## src/rtl/matrix_pkg.sv

```systemverilog
// Shared types and helpers for the matrix buffer read sequencer.
package matrix_pkg;

    typedef enum logic {
        ORDER_ROW = 1'b0,
        ORDER_COL = 1'b1
    } order_e;

    typedef enum logic [1:0] {
        IDLE,
        FETCH,
        DRAIN
    } state_e;

    // Index width for a counter spanning 0..n-1; never narrower than one bit.
    function automatic int idx_width(input int n);
        return (n <= 2) ? 1 : $clog2(n);
    endfunction

endpackage

```

## src/rtl/matrix_addr_gen.sv

```systemverilog
// Outer/inner element counters with line/last flags and the row-major address
// they map to; counters step once per asserted advance.
module matrix_addr_gen
    import matrix_pkg::*;
#(
    parameter int DEPTH = 16,
    parameter int ROWS  = 4,
    parameter int COLS  = 4,
    localparam int AW   = $clog2(DEPTH)
) (
    input  logic          clk,
    input  logic          rst_n,
    input  logic          clear,
    input  logic          col_major,
    input  logic [AW-1:0] base,
    input  logic          advance,
    output logic [AW-1:0] addr,
    output logic          line_last,
    output logic          last
);

    localparam int IW = (idx_width(ROWS) > idx_width(COLS)) ? idx_width(ROWS) : idx_width(COLS);

    logic [IW-1:0] outer_reg;
    logic [IW-1:0] inner_reg;
    logic [AW-1:0] base_reg;
    order_e        order_reg;

    logic [IW-1:0] inner_max;
    logic [IW-1:0] outer_max;
    logic [IW-1:0] row;
    logic [IW-1:0] col;

    always_comb begin
        inner_max = IW'(COLS - 1);
        outer_max = IW'(ROWS - 1);
        row       = outer_reg;
        col       = inner_reg;
        if (order_reg == ORDER_COL) begin
            inner_max = IW'(ROWS - 1);
            outer_max = IW'(COLS - 1);
            row       = inner_reg;
            col       = outer_reg;
        end
    end

    assign line_last = (inner_reg == inner_max);
    assign last      = line_last && (outer_reg == outer_max);

    // AW-bit arithmetic: overflow past the top of memory wraps to address 0.
    assign addr = base_reg + AW'(row) * AW'(COLS) + AW'(col);

    always_ff @(posedge clk) begin
        if (!rst_n) begin
            outer_reg <= '0;
            inner_reg <= '0;
            base_reg  <= '0;
            order_reg <= ORDER_ROW;
        end else if (clear) begin
            outer_reg <= '0;
            inner_reg <= '0;
            base_reg  <= base;
            order_reg <= col_major ? ORDER_COL : ORDER_ROW;
        end else if (advance) begin
            if (line_last) begin
                inner_reg <= '0;
                outer_reg <= (outer_reg == outer_max) ? '0 : outer_reg + 1'b1;
            end else begin
                inner_reg <= inner_reg + 1'b1;
            end
        end
    end

endmodule

```

## src/rtl/matrix_reader.sv

```systemverilog
// Read sequencer: walks a ROWS x COLS matrix in buffer memory and streams it
// out row-major or column-major over a valid/ready interface.
module matrix_reader
    import matrix_pkg::*;
#(
    parameter int DATA_SIZE = 8,
    parameter int DEPTH     = 16,
    parameter int ROWS      = 4,
    parameter int COLS      = 4,
    localparam int AW       = $clog2(DEPTH)
) (
    input  logic                 clk,
    input  logic                 rst_n,
    input  logic                 start_i,
    input  logic                 col_major_i,
    input  logic [AW-1:0]        base_i,
    output logic [AW-1:0]        r_addr_o,
    input  logic [DATA_SIZE-1:0] r_data_i,
    output logic [DATA_SIZE-1:0] data_o,
    output logic                 valid_o,
    input  logic                 ready_i,
    output logic                 line_last_o,
    output logic                 last_o,
    output logic                 busy_o,
    output logic                 done_o
);

    state_e               state_reg;
    logic [DATA_SIZE-1:0] data_reg;
    logic                 valid_reg;
    logic                 line_last_reg;
    logic                 last_reg;
    logic                 busy_reg;
    logic                 done_reg;

    logic accept;
    logic load;
    logic fire;
    logic gen_line_last;
    logic gen_last;

    // A start coinciding with the done pulse is deliberately dropped.
    assign accept = (state_reg == IDLE) && start_i && !done_reg;
    assign load   = (state_reg == FETCH) && (!valid_reg || ready_i);
    assign fire   = valid_reg && ready_i;

    matrix_addr_gen #(
        .DEPTH (DEPTH),
        .ROWS  (ROWS),
        .COLS  (COLS)
    ) u_addr_gen (
        .clk       (clk),
        .rst_n     (rst_n),
        .clear     (accept),
        .col_major (col_major_i),
        .base      (base_i),
        .advance   (load),
        .addr      (r_addr_o),
        .line_last (gen_line_last),
        .last      (gen_last)
    );

    always_ff @(posedge clk) begin
        if (!rst_n) begin
            state_reg     <= IDLE;
            data_reg      <= '0;
            valid_reg     <= 1'b0;
            line_last_reg <= 1'b0;
            last_reg      <= 1'b0;
            busy_reg      <= 1'b0;
            done_reg      <= 1'b0;
        end else begin
            done_reg <= 1'b0;
            case (state_reg)
                IDLE: begin
                    if (accept) begin
                        busy_reg  <= 1'b1;
                        state_reg <= FETCH;
                    end
                end
                FETCH: begin
                    if (load) begin
                        data_reg      <= r_data_i;
                        valid_reg     <= 1'b1;
                        line_last_reg <= gen_line_last;
                        last_reg      <= gen_last;
                        if (gen_last) begin
                            state_reg <= DRAIN;
                        end
                    end
                end
                DRAIN: begin
                    if (fire) begin
                        valid_reg     <= 1'b0;
                        line_last_reg <= 1'b0;
                        last_reg      <= 1'b0;
                        busy_reg      <= 1'b0;
                        done_reg      <= 1'b1;
                        state_reg     <= IDLE;
                    end
                end
                default: state_reg <= IDLE;
            endcase
        end
    end

    assign data_o      = data_reg;
    assign valid_o     = valid_reg;
    assign line_last_o = line_last_reg;
    assign last_o      = last_reg;
    assign busy_o      = busy_reg;
    assign done_o      = done_reg;

endmodule

```

## config.mk

```make
export PLATFORM = sky130hd
export DESIGN_NAME = matrix_reader
export DESIGN_NICKNAME = d
export VERILOG_FILES = /design/src/rtl/matrix_pkg.sv /design/src/rtl/matrix_addr_gen.sv /design/src/rtl/matrix_reader.sv
export SDC_FILE = /design/constraint.sdc
export NUM_CORES = 1
export LEC_CHECK = 0
export ABC_AREA = 1
export CORE_MARGIN = 2
export CORE_UTILIZATION = 40
export CTS_BUF_LIST = sky130_fd_sc_hd__clkbuf_2
export CTS_CLUSTER_SIZE = 40
export DETAILED_ROUTE_END_ITERATION = 7
export HOLD_SLACK_MARGIN = 0.05
export PLACE_DENSITY_LB_ADDON = 0.05
export SLEW_MARGIN = 0
export SYNTH_ARGS = -nofsm -noshare
export SYNTH_HDL_FRONTEND = slang
export SYNTH_SLANG_ARGS = --single-unit
```

## constraint.sdc

```tcl
create_clock -name clk -period 2 [get_ports clk]
set_input_delay 0.4 -clock clk [delete_from_list [all_inputs] [get_ports clk]]
set_output_delay 0.4 -clock clk [all_outputs]
set_load 0.01 [all_outputs]
```

### Yosys cells after proc, flatten, opt, wreduce, memory -nomap -nowiden

Cells that the tools add are included.

* output and inout bits: 17
* logic and storage cells: 62
* register bits after elaboration: 24

* add/sub/neg operators: 4
* equal/unequal tests: 8
* reduce and logical (&&, ||, !) cells: 18
* bitwise logic cells: 1
* multiplexer cells: 20

Operators by type and width (count)
* $mux 2: 8
* $ne 2x2->1 const B: 4
* $pmux 1 s2: 4
* $mux 1: 7
* $eq 2x2->1 const B: 3
* $pmux 2 s3: 1
* $reduce_and 2->1: 3
* $reduce_and 3->1: 2
* $logic_and 1x1->1: 5
* $add 2x1->2 const B: 2
* $add 4x2->4: 1
* $add 4x4->4: 1
* $reduce_and 4->1: 1
* $reduce_bool 2->1: 2
* $eq 2x1->1 const B: 1
* $logic_not 1->1: 2
* $logic_not 2->1: 1
* $reduce_or 2->1: 1
* $logic_or 1x1->1: 1
* $not 1->1: 1

### Longest topological paths before layout

* word-level depth: 5
* depth in mapped cells: 9
* depth with buffers taken out: 9

### Modules after synthesis

From an unflattened synthesis, not the netlist that was laid out.

* cells, all modules: 149
* area total of the unflattened synthesis: 1118.6 um2

Modules (own cells, without submodules)
* matrix_reader: times used 1, cells each 76, seq. area each 300.3 um2, area an instance 589.3 um2
* matrix_addr_gen: times used 1, cells each 73, seq. area each 180.2 um2, area an instance 529.3 um2

### Worst setup path before layout

No wires, ideal clock.

* path type: register to output
* from: register u_addr_gen.order_reg
* to: output port r_addr_o[2]
* path buffers: 0
* cell stages (with the launch flop): 7
* setup slack: 0.190 ns
* required time: 1.600 ns
* data arrival time: 1.410 ns
* path through: dfxtp_1 -> inv_1 -> nand2_1 -> o21ai_0 -> ha_1 -> fa_1 -> xor2_1

* word-level cells in the longest chain between the ends: 3
* elaborated cells between the ends (all ways): 4

Ends and longest elaborated chain
* from (decl): line matrix_addr_gen.sv:27 `order_e order_reg;`
* from (signal assigned): line matrix_addr_gen.sv:63 `order_reg <= col_major ? ORDER_COL : ORDER_ROW;`
* $mux 2: line matrix_addr_gen.sv:39 `if (order_reg == ORDER_COL) begin`
* $add 4x4->4: line matrix_addr_gen.sv:51 `assign addr = base_reg + AW'(row) * AW'(COLS) + AW'(col);`
* $add 4x2->4 (*): line matrix_addr_gen.sv:51
* to (decl): line matrix_reader.sv:17 `output logic [AW-1:0] r_addr_o,`

Every way passes the cells marked *; elsewhere a longest branch is shown, timed or not.

### Worst setup path after layout

Ends and elaborated chain as after synthesis.

==> qor.txt <==
outcome -> complete, but fails checks
failing checks -> setup timing
GRT Total Usage -> 16.3%
# rows -> 18
most frequent cells in the layout -> nand2_1 (29), clkdlybuf4s50_1 (29), nor2_1 (23)
placed cell count -> 216
routed via count -> 1057
Max Cap Violations -> 0
Worst R2R Path Depth -> 5
Clock Skew -> 0.0119 ns
hold_ws -> 0.483 ns
post-layout min period -> 2.12 ns
first-pass GRT wire length -> 4.16 mm
R2R Path Start -> u_addr_gen.inner_reg[0]$_SDFFE_PP0P_
syn_area_per_cell -> 7.51 sq um
Iteration-0 DRC Markers -> 27
hold path cells -> 2
Slew Limit Fails -> 0
Final nets -> 215
gpl congestion -> 0.779
H-Tree Depth -> 1
unrepaired setup endpoints after global routing -> true
slowest library cell on the worst path -> dfxtp_2
max reg flops -> 8
largest stage delay on the critical path -> 0.39 ns
sequential area share after synthesis -> 44.1%
final worst path period share -> 106%
Cell Pwr Density -> 579 nW/um^2
Buf/Inv on CP -> 2
CP arrival -> 1.72 ns
Final ANT Viol Nets -> 0
hold crit path type -> flip-flop to flip-flop
Worst Setup Slack, final -> -0.119 ns
largest net degree at the start of global routing -> 15
CP cell instances -> inv_2 > nand2_1 > o21ai_1 > ha_2 > fa_2 > xor2_1 > buf_2
Worst Path Class, Setup -> flip-flop to output port
count of cell types in the netlist -> 22
CP Launch Type -> flip-flop
dpl hpwl -> 1.90 mm
Die Area -> 3150 sq um
worst hold start -> busy_o$_SDFFE_PN0P_
Root Buffer -> clkbuf_2
Vias/cell -> 4.78
CP delay by family, top -> adder cells
Critical Path RT -> 1.60 ns
router iterations before antenna repair -> 4
total power -> 0.906 mW
number of synthesis warnings -> 0
Hold Violations, Final -> 0
Clk pin slew, worst setup/hold paths -> 0.22 ns
CTS Sinks -> 24
CTS tree -> built
initial antenna violation count -> 0
Slew headroom -> 78.6%
later-pin clock latency in the skew report -> 0.33 ns
die width -> 56.2 microns
Mapped Cells -> 145
DP Area -> 1520 sq um
FF+latch count, synth -> 24
CTS buffer count -> 3
initial core utilization -> 43.2%
grt total ovfl -> 0
final cell count without fillers -> 221
Ant. Diodes -> 0
CTS Buffer Depth -> 2
Lkg Pwr -> 0.687 nW
WL final -> 2.46 mm
Worst VDD drop -> 617 uV
vias in the first global route -> 980
Synthesized Nets -> 168
# DRC -> 0
num ports -> 34
crit end category -> output port
synthesized area -> 1090 sq um
final instance area -> 1560 sq um
fin util -> 62.0%
Setup TNS Final -> -0.345 ns
I/O Buffers -> 33
Layout area overhead -> 43.7%
Crit Path Max Fanout -> 5
average wire per standard cell -> 11.1 microns
R2R setup slack -> 0.71 ns
height of the die -> 56.2 microns
count of final setup violators -> 3
fraction of layout instances using a drive strength above 1 -> 19.4%
Hold-fix buffers, CTS -> 0
Worst-Margin Slew -> 0.320 ns
worst r2r dst -> u_addr_gen.outer_reg[0]$_SDFFE_PP0P_
core area -> 2520 sq um
FMAX -> 472 MHz
hold endpoint -> busy_o$_SDFFE_PN0P_
pre-CTS WS -> -0.276 ns
-- tightest hold or removal path: stages, from the launching register on --
cell and delay [ns]:
dfxtp_1 0.36, nand2_1 0.06, a21oi_1 0.05
-- how the worst max path moves through the flow --
| stage | to | cells after the start | from |
|---|---|---|---|
| 5_1_grt | r_addr_o[3] | 10 | u_addr_gen.order_reg$_SDFFE_PN0P_ |
| 6_report | r_addr_o[2] | 7 | u_addr_gen.order_reg$_SDFFE_PN0P_ |
| 4_1_cts | r_addr_o[2] | 7 | u_addr_gen.order_reg$_SDFFE_PN0P_ |
| 3_5_place_dp | r_addr_o[2] | 7 | u_addr_gen.order_reg$_SDFFE_PN0P_ |
| 2_1_floorplan | r_addr_o[2] | 6 | u_addr_gen.order_reg$_SDFFE_PN0P_ |
| 3_3_place_gp | r_addr_o[2] | 7 | u_addr_gen.order_reg$_SDFFE_PN0P_ |
-- Yosys cell counts, drive strengths merged --
cell type / instances / area (sq um)
nor2: 26 / 110
nand2: 32 / 125
o21ai: 12 / 63.8
nand4: 1 / 6.26
dfxtp: 24 / 480
nand3: 12 / 60.1
clkinv: 1 / 5.00
inv: 13 / 48.8
nand3b: 1 / 7.51
buf: 2 / 16.3
a21oi: 14 / 73.8
fa: 1 / 20.0
xor2: 1 / 8.76
ha: 5 / 62.6
-- cell families (layout without fill, tap and decap cells) --
group,Yosys count,count (layout),synth area share [%]
XOR/XNOR,1,1,0.805
AO/OA/AOI/OAI,26,26,12.6
buffers and inverters,16,62,6.44
flip-flops,24,24,44.1
adder cells (fa/ha/maj),6,6,7.59
AND/OR/NAND/NOR,72,72,28.4
-- power by group --
group | switching, mW | internal, mW | leakage (nW)
clock | 0.140 | 0.0435 | 0.0140
sequential | 0.0183 | 0.507 | 0.198
combinational | 0.0922 | 0.105 | 0.476
total | 0.251 | 0.656 | 0.687
-- what timing repair did --
action / in CTS / in global routing
setup buffers: 0 / 1
resized for setup: 23 / 6
pin swaps: 5 / 6
setup endpoints to repair: 4 / 3
-- area by class of cell --
type                            instances  area [sq um]
Clock buffer                            3          15.0
Sequential cell                        24           483
Multi-Input combinational cell        105           564
Timing Repair Buffer                   44           407
Fill cell                             255           958
Inverter                               14          53.8
Clock inverter                          1          3.75
Tap cell                               30          37.5
-- routing by layer --
layer  vias up  share of wire, %  global-route usage (%)
met1       480                45                    20.3
li1        561                 -                       -
met5         -                 0                       0
met4         0              0.41                    2.04
met3         2               3.0                    4.42
met2        14                52                    28.7
Power figures use the tool's default switching activity.
